--- src/rtl/mux_stream_n.sv ---
// N-channel, W-bit streaming multiplexer with valid/ready handshakes and a
// one-deep registered output. Selection is fixed (sel) or round-robin (rr_en).
module mux_stream_n #(
  parameter int unsigned WIDTH    = 4,
  parameter int unsigned CHANNELS = 8,
  parameter int unsigned SEL_W    = $clog2(CHANNELS)
) (
  input  logic                        clk,
  input  logic                        rst,
  input  logic [CHANNELS*WIDTH-1:0]   in_data,
  input  logic [CHANNELS-1:0]         in_valid,
  output logic [CHANNELS-1:0]         in_ready,
  input  logic [SEL_W-1:0]            sel,
  input  logic                        rr_en,
  output logic [WIDTH-1:0]            out_data,
  output logic [SEL_W-1:0]            out_sel,
  output logic                        out_valid,
  input  logic                        out_ready
);

  logic [WIDTH-1:0] ch_data [CHANNELS];
  logic             load;
  logic             grant_valid;
  logic [SEL_W-1:0] grant;
  logic [SEL_W-1:0] ptr;
  int unsigned      idx;

  for (genvar k = 0; k < CHANNELS; k++) begin : g_split
    assign ch_data[k] = in_data[k*WIDTH +: WIDTH];
  end

  assign load = ~out_valid | out_ready;

  // Round-robin search starts at ptr and wraps modulo CHANNELS.
  always_comb begin
    grant_valid = 1'b0;
    grant       = '0;
    idx         = 0;
    if (!rr_en) begin
      if (32'(sel) < CHANNELS) begin
        grant       = sel;
        grant_valid = in_valid[sel];
      end
    end else begin
      for (int unsigned i = 0; i < CHANNELS; i++) begin
        idx = (32'(ptr) + i) % CHANNELS;
        if (!grant_valid && in_valid[SEL_W'(idx)]) begin
          grant_valid = 1'b1;
          grant       = SEL_W'(idx);
        end
      end
    end
  end

  always_comb begin
    in_ready = '0;
    if (!rst && load && grant_valid) in_ready[grant] = 1'b1;
  end

  always_ff @(posedge clk) begin
    if (rst) begin
      out_valid <= 1'b0;
      out_data  <= '0;
      out_sel   <= '0;
      ptr       <= '0;
    end else if (load) begin
      if (grant_valid) begin
        out_data  <= ch_data[grant];
        out_sel   <= grant;
        out_valid <= 1'b1;
        if (32'(grant) == CHANNELS - 1) ptr <= '0;
        else                            ptr <= grant + 1'b1;
      end else begin
        out_valid <= 1'b0;
      end
    end
  end

endmodule

--- config.mk ---
export PLATFORM = sky130hd
export DESIGN_NAME = mux_stream_n
export DESIGN_NICKNAME = d
export VERILOG_FILES = /design/src/rtl/mux_stream_n.sv
export SDC_FILE = /design/constraint.sdc
export NUM_CORES = 1
export LEC_CHECK = 0
export ABC_AREA = 1
export CORE_UTILIZATION = 57
export DETAILED_ROUTE_END_ITERATION = 12
export DONT_BUFFER_PORTS = 1
export PLACE_DENSITY = 0.72
export SLEW_MARGIN = 20
export SYNTH_ARGS = -nofsm -noshare
export SYNTH_HDL_FRONTEND = slang
export SYNTH_SLANG_ARGS = --single-unit
--- constraint.sdc ---
create_clock -name clk -period 6.53 [get_ports clk]
set_input_delay 1.306 -clock clk [delete_from_list [all_inputs] [get_ports clk]]
set_output_delay 1.306 -clock clk [all_outputs]
set_load 0.01 [all_outputs]
==> results of run 1 <==
-- layer usage --
metal	vias up	global-route usage, %	wire [um]	share of wire [%]
li1	1031	-	-	-
met1	865	45.9	2250	50
met3	0	4.54	333	7.5
met2	88	40.3	1880	42
met5	-	0	0	0
met4	0	5.23	0	0
-- sequential cells by signal, indices dropped and copies added (netlist names) --
register	count
out_data	4
out_sel	3
ptr	3
out_valid	1
-- metrics by stage --
stage / hold WS (ns) / std cells / power, mW / cell area, um^2 / setup WS (ns)
2_1_floorplan: 0.493 / 326 / 0.692 / 1730 / 2.34
3_3_place_gp: 0.525 / 349 / 0.795 / 1720 / 1.92
3_5_place_dp: 0.508 / 349 / 0.795 / 1720 / 1.86
4_1_cts: 0.519 / 353 / 0.845 / 1750 / 1.71
5_1_grt: 0.537 / 353 / 0.951 / 1750 / 1.32
6_report: 0.517 / 353 / 0.856 / 1750 / 1.67
-- power by group through the flow --
stage / logic (mW) / registers, mW / clock network (mW)
after global routing: 0.771 / 0.129 / 0.0510
final: 0.683 / 0.126 / 0.0467
after detailed placement: 0.668 / 0.127 / 0
after CTS: 0.672 / 0.125 / 0.0476
after global placement: 0.669 / 0.127 / 0
after floorplan: 0.586 / 0.106 / 0
-- worst max-delay path: cells and delay by family (launching register included) --
kind,cells,cell delay [ns]
simple gates,12,1.62
fa+ha+maj,1,0.42
compound gates,1,0.25
flops,1,0.56
buf+inv,3,0.45
-- Yosys cell counts, drive strengths merged, types with 3 or more instances --
cell	number
nor2	53
nand2	126
dfxtp	11
a21oi	4
o21ai	12
nand4	5
inv	35
buf	7
nand3	53
nor3	3
ha	3
-- kinds of logic after synthesis --
kind of cell,synth area share (%)
and+or+nand+nor,62.7
buffers and inverters,11.3
AOI/OAI and AO/OA,8.74
DFF,12.7
xor gates and xnor gates,2.46
adders and majority gates,2.17
-- final timing paths --
check / startpoint / to / slack (ns)
worst min-delay path: out_sel[0]$_SDFFE_PP0P_ / out_sel[0]$_SDFFE_PP0P_ / 0.52
worst max-delay path: ptr[0]$_SDFFE_PP0P_ / in_ready[5] / 1.67
worst max register to register: ptr[0]$_SDFFE_PP0P_ / ptr[1]$_SDFFE_PP0P_ / 3.11
worst min register to register: out_sel[0]$_SDFFE_PP0P_ / out_sel[0]$_SDFFE_PP0P_ / 0.52
-- cell type report --
type	instances	area [um^2]	share of cell area [%]
multi-input cells	270	1320	75.5
flip-flops and latches	11	220	12.6
inverters	36	135	7.74
well taps	31	38.8	2.22
clock buffers	4	26.3	1.51
repair buffers	1	7.51	0.430
==> run metrics, run 1 <==
static leakage 0.968 nW; Synth warnings 0; Die Height 57.1 um; Critical Path RT 5.22 ns; async set or reset register ratio after synthesis 0%; Tot GR Track Use about 29%; Final Util 61.7%; status complete, but fails checks; Starting Density between 60 and 70%; most frequent cells in the layout 120 x nand2_1, 48 x nand3_1, 48 x nor2_1; area leader, netlist nand2_1; Post-synth EDFFs 0; internal power ~0.32 mW; slowest stage delay, CP 0.56 ns; DRC Markers 8; first-iteration detailed-routing DRC count 180; vias in the first global route 1712; worst min path class flip-flop to flip-flop; CP cell instances inv_2 > ha_1 > inv_2 > nand3_1 > nand2_1 > nor2_1 > a31oi_2 > inv_2 > nor2_4 > nand3_2 > nand2_1 > nand2_1 > nand2_2 > nand2_4 > nor2_1 > nand2_1 > nor2_1; Yosys top cell area share 26.0%; CTS resizes 0; Antenna Cells 0; Total Wirelength roughly 4500 um; Final #Nets 373; Max clock buf depth 2; Num CTS Buffers 3; Core Area 2830 um^2; 1st-pass router iterations 9; Comb power frac approximately 80%; Root Buffer clkbuf_4; r2r worst-path depth 18; failing checks DRC; critical path arrival between 3 and 4 ns; Reg clk slew, reported paths 0.07 ns; max_cap viols 0; Max Freq 0.206 GHz; setup bufs post-CTS 0; power per cell area between 400 and 500 nW/um^2; placed wire-length estimate 3610 um; RSZ-0062 raised after global routing no; RePlAce Congestion 0.857; Hold Violations, Final 0; Reg power frac approximately 15%; H-tree depth 1; port bufs 0; Die W 57.1 um; kind of critical path flip-flop to output pin; P&R area growth vs syn 0.722%; skew final approximately 0.0061 ns; Syn Inst Count 326; Clock power frac 5.5%; Synth Cell Area 1730 um^2; switching share of total power 62.9%; FP Rows 19; commonest non-fill, non-tap cell in the layout nand2_1; Post-CTS Hold Fix Bufs 0; total clock sinks 11; relative slew slack between 60 and 70%; register area share after synthesis 12.7%; Ports 63; vias per std cell 5.62; global-route wire length before repair 7620 um; Peak VDD IR around 0.20 mV; synthesis-stage register bit count 11; syn avg cell area approximately 5.3 um^2; share of cells above drive strength 1 under 10%; Vias approximately 2000; minimum clock period a little under 5 ns; Crit. End Element output pin; CP most frequent cell nand2_1; hold-critical path depth 2; Die ar. between 3000 and 4000 um^2; WL/cell between 10 and 15 um; Max stage delay cell, worst path dfxtp_1; dominant synthesized flop cell dfxtp_1; pin count of the biggest net entering global routing 20; CP Launch Type flip-flop; Switching Power 0.538 mW; Clk Latency, worst-skew pair 0.27 ns; Setup TNS 0 ns; final global-route overflow total 0; fillers about 280; initial antenna violation count 0; final setup fails 0; Syn Nets 376; Final Cycle Share 74.5%; Slew @ Worst Pin 0.465 ns; post-synthesis cell type count 33; Final ANT Viol Nets 0; Synth area leaders nand2_1 26%, nand3_1 14%, dfxtp_1 13%; Worst Path Max Fanout 19; CTS tree done; Final Max Slew Viols 0
Note: power is estimated with default switching activity, not from simulation.
==> inputs of run 2 (changes only) <==
==> constraint.sdc (replaced) <==
create_clock -name clk -period 4.75 [get_ports clk]
set_input_delay 0.95 -clock clk [delete_from_list [all_inputs] [get_ports clk]]
set_output_delay 0.95 -clock clk [all_outputs]
set_load 0.01 [all_outputs]
==> run 2 against run 1 <==
The flow still finishes with violations (DRC). Die area unchanged. Count of clock-buffer cells in the layout unchanged. Combinational power up 38%. Worst hold slack improved by 0.0027 ns. Final cell count is the same. Utilization is essentially flat. Via count decreased by 1.0%. Critical path type unchanged. Largest cell class unchanged.
==> run metrics, run 2 (synthesis gave the netlist of run 1 again) <==
status complete, but fails checks; failing checks DRC; WL/cell 12.5 um (-0.74%); r2r setup slk 1.36 ns (-1.75 ns); commonest non-fill, non-tap cell in the layout nand2_1; final setup fails 0 (unchanged); Antenna Cells 0 (unchanged); global-route wire length before repair 7280 um (-4.4%); Post-Place Cells 349 (unchanged); Root Buffer clkbuf_4; Hold Violations, Final 0 (unchanged); GRT met1 Usage 42.1% (-3.8 points); kind of critical path flip-flop to output pin; port bufs 0 (unchanged); Die ar. 3260 um^2 (unchanged); Crit. End Element output pin; vias per std cell 5.56 (-1.0%); CP Launch Type flip-flop; most frequent cells in the layout 120 x nand2_1, 48 x nand3_1, 48 x nor2_1; max reg flops 4 (unchanged); met3 Resource Use GR 4.99% (+0.45 points); initial antenna violation count 0 (unchanged); global route hottest layer met1; post-route cell area 1750 um^2 (about the same); fin worst setup slack 0.307 ns (-1.36 ns); slowest stage delay, CP 0.55 ns (about the same); skew final 0.0187 ns (+0.0126 ns); max_cap viols 0 (unchanged); RePlAce Congestion 0.931 (+8.7%); GR Util met2 40.8% (+0.50 points); power per cell area 675 nW/um^2 (+38%); Num CTS Buffers 3 (unchanged); worst hold margin 0.520 ns (+0.00265 ns); Core Area 2830 um^2 (unchanged); Post-CTS Hold Fix Bufs 0 (unchanged); Clk Latency, worst-skew pair 0.28 ns (about the same); Total Wirelength 4430 um (-0.74%); Final #Nets 373 (unchanged); CTS resizes 0 (unchanged); Max clock buf depth 2 (unchanged); Starting Density 61.3% (unchanged); P&R area growth vs syn 0.795% (about the same); largest registers out_data: 4 flops, out_sel: 3 flops, ptr: 3 flops; total power draw 1.18 mW (+38%); Final Cycle Share 93.5%; dpl ws 0.608 ns (-1.25 ns); dpl cell area 1720 um^2 (unchanged); Slew @ Worst Pin 0.515 ns (+0.0494 ns); first-iteration detailed-routing DRC count 97 (-46%); Die Height 57.1 um (unchanged); setup bufs post-CTS 0 (unchanged); DRC Markers 8 (unchanged); H-tree depth 1 (unchanged); Reg clk slew, reported paths 0.09 ns (+0.02 ns); Setup TNS 0 ns (unchanged); Ports 63 (unchanged); Worst Path Max Fanout 19 (unchanged); FP Rows 19 (unchanged); Final ANT Viol Nets 0 (unchanged); pin count of the biggest net entering global routing 20 (unchanged); 1st-pass router iterations 9 (unchanged); Tot GR Track Use 27.5% (-1.3 points); Die W 57.1 um (unchanged); Critical Path RT 3.80 ns (-1.42 ns); Largest Register out_data; minimum clock period 4.44 ns; share of cells above drive strength 1 10.2% (+0.31 points); total clock sinks 11 (unchanged); final global-route overflow total 0 (unchanged); static leakage 0.969 nW (about the same); relative slew slack 65.5% (-3.3 points); placed wire-length estimate 3600 um (-0.39%); vias in the first global route 1654 (-3.4%); Final Util 61.7% (about the same); CTS tree done; CP cell instances inv_2 > ha_1 > inv_2 > nand3_1 > nand2_1 > nor2_1 > a31oi_2 > inv_2 > nor2_4 > nand3_2 > nand2_1 > nand2_1 > nand2_2 > nand2_4 > nor2_1 > nand2_1 > nor2_1; CP most frequent cell nand2_1; worst min path class flip-flop to flip-flop; Final Max Slew Viols 0 (unchanged); post-route insts no fill 353 (unchanged); Vias 1964 (-1.0%); critical path arrival 3.49 ns (-0.07 ns); Max stage delay cell, worst path dfxtp_1; Peak VDD IR 0.290 mV (+49%); Max Freq 0.225 GHz
==> run 2: cell types whose count changed in the layout (fill, tap and decap cells not counted) <==
| cell | previous run | this run |
|---|---|---|
| dfxtp_1 | 11 | 10 |
| dfxtp_2 | 0 | 1 |
==> run 2: final cells by class <==
type,count,area [um^2]
clock buffer,4,26.3
inverter,36,135
multi-input combinational,270,1320
fill,287,1080
sequential,11,221
timing repair buffer,1,7.51
tap,31,38.8
==> run 2: worst paths after layout <==
path / start / to / cells past startpoint
hold / removal: out_sel[0]$_SDFFE_PP0P_ / out_sel[0]$_SDFFE_PP0P_ / 2
setup reg to reg: ptr[1]$_SDFFE_PP0P_ / ptr[1]$_SDFFE_PP0P_ / 19
setup / recovery: ptr[1]$_SDFFE_PP0P_ / in_ready[5] / 17
hold reg to reg: out_sel[0]$_SDFFE_PP0P_ / out_sel[0]$_SDFFE_PP0P_ / 2
==> run 2: critical path: cells and delay by family, from the launching register on <==
family | cells | cell delay, ns
buffers and inverters | 3 | 0.41
adder cells (fa/ha/maj) | 1 | 0.39
AND/OR/NAND/NOR | 12 | 1.59
AO/OA/AOI/OAI | 1 | 0.26
flip-flops | 1 | 0.55
==> run 2: report_power, final <==
| part | internal [mW] | switching [mW] |
|---|---|---|
| clock | 0.0325 | 0.0364 |
| sequential | 0.122 | 0.0473 |
| combinational | 0.283 | 0.658 |
==> run 2: layer usage <==
layer	part of all wire, %	vias up
met5	0	-
met2	41	92
met4	0.34	0
met1	49	833
li1	-	1035
met3	9.1	4
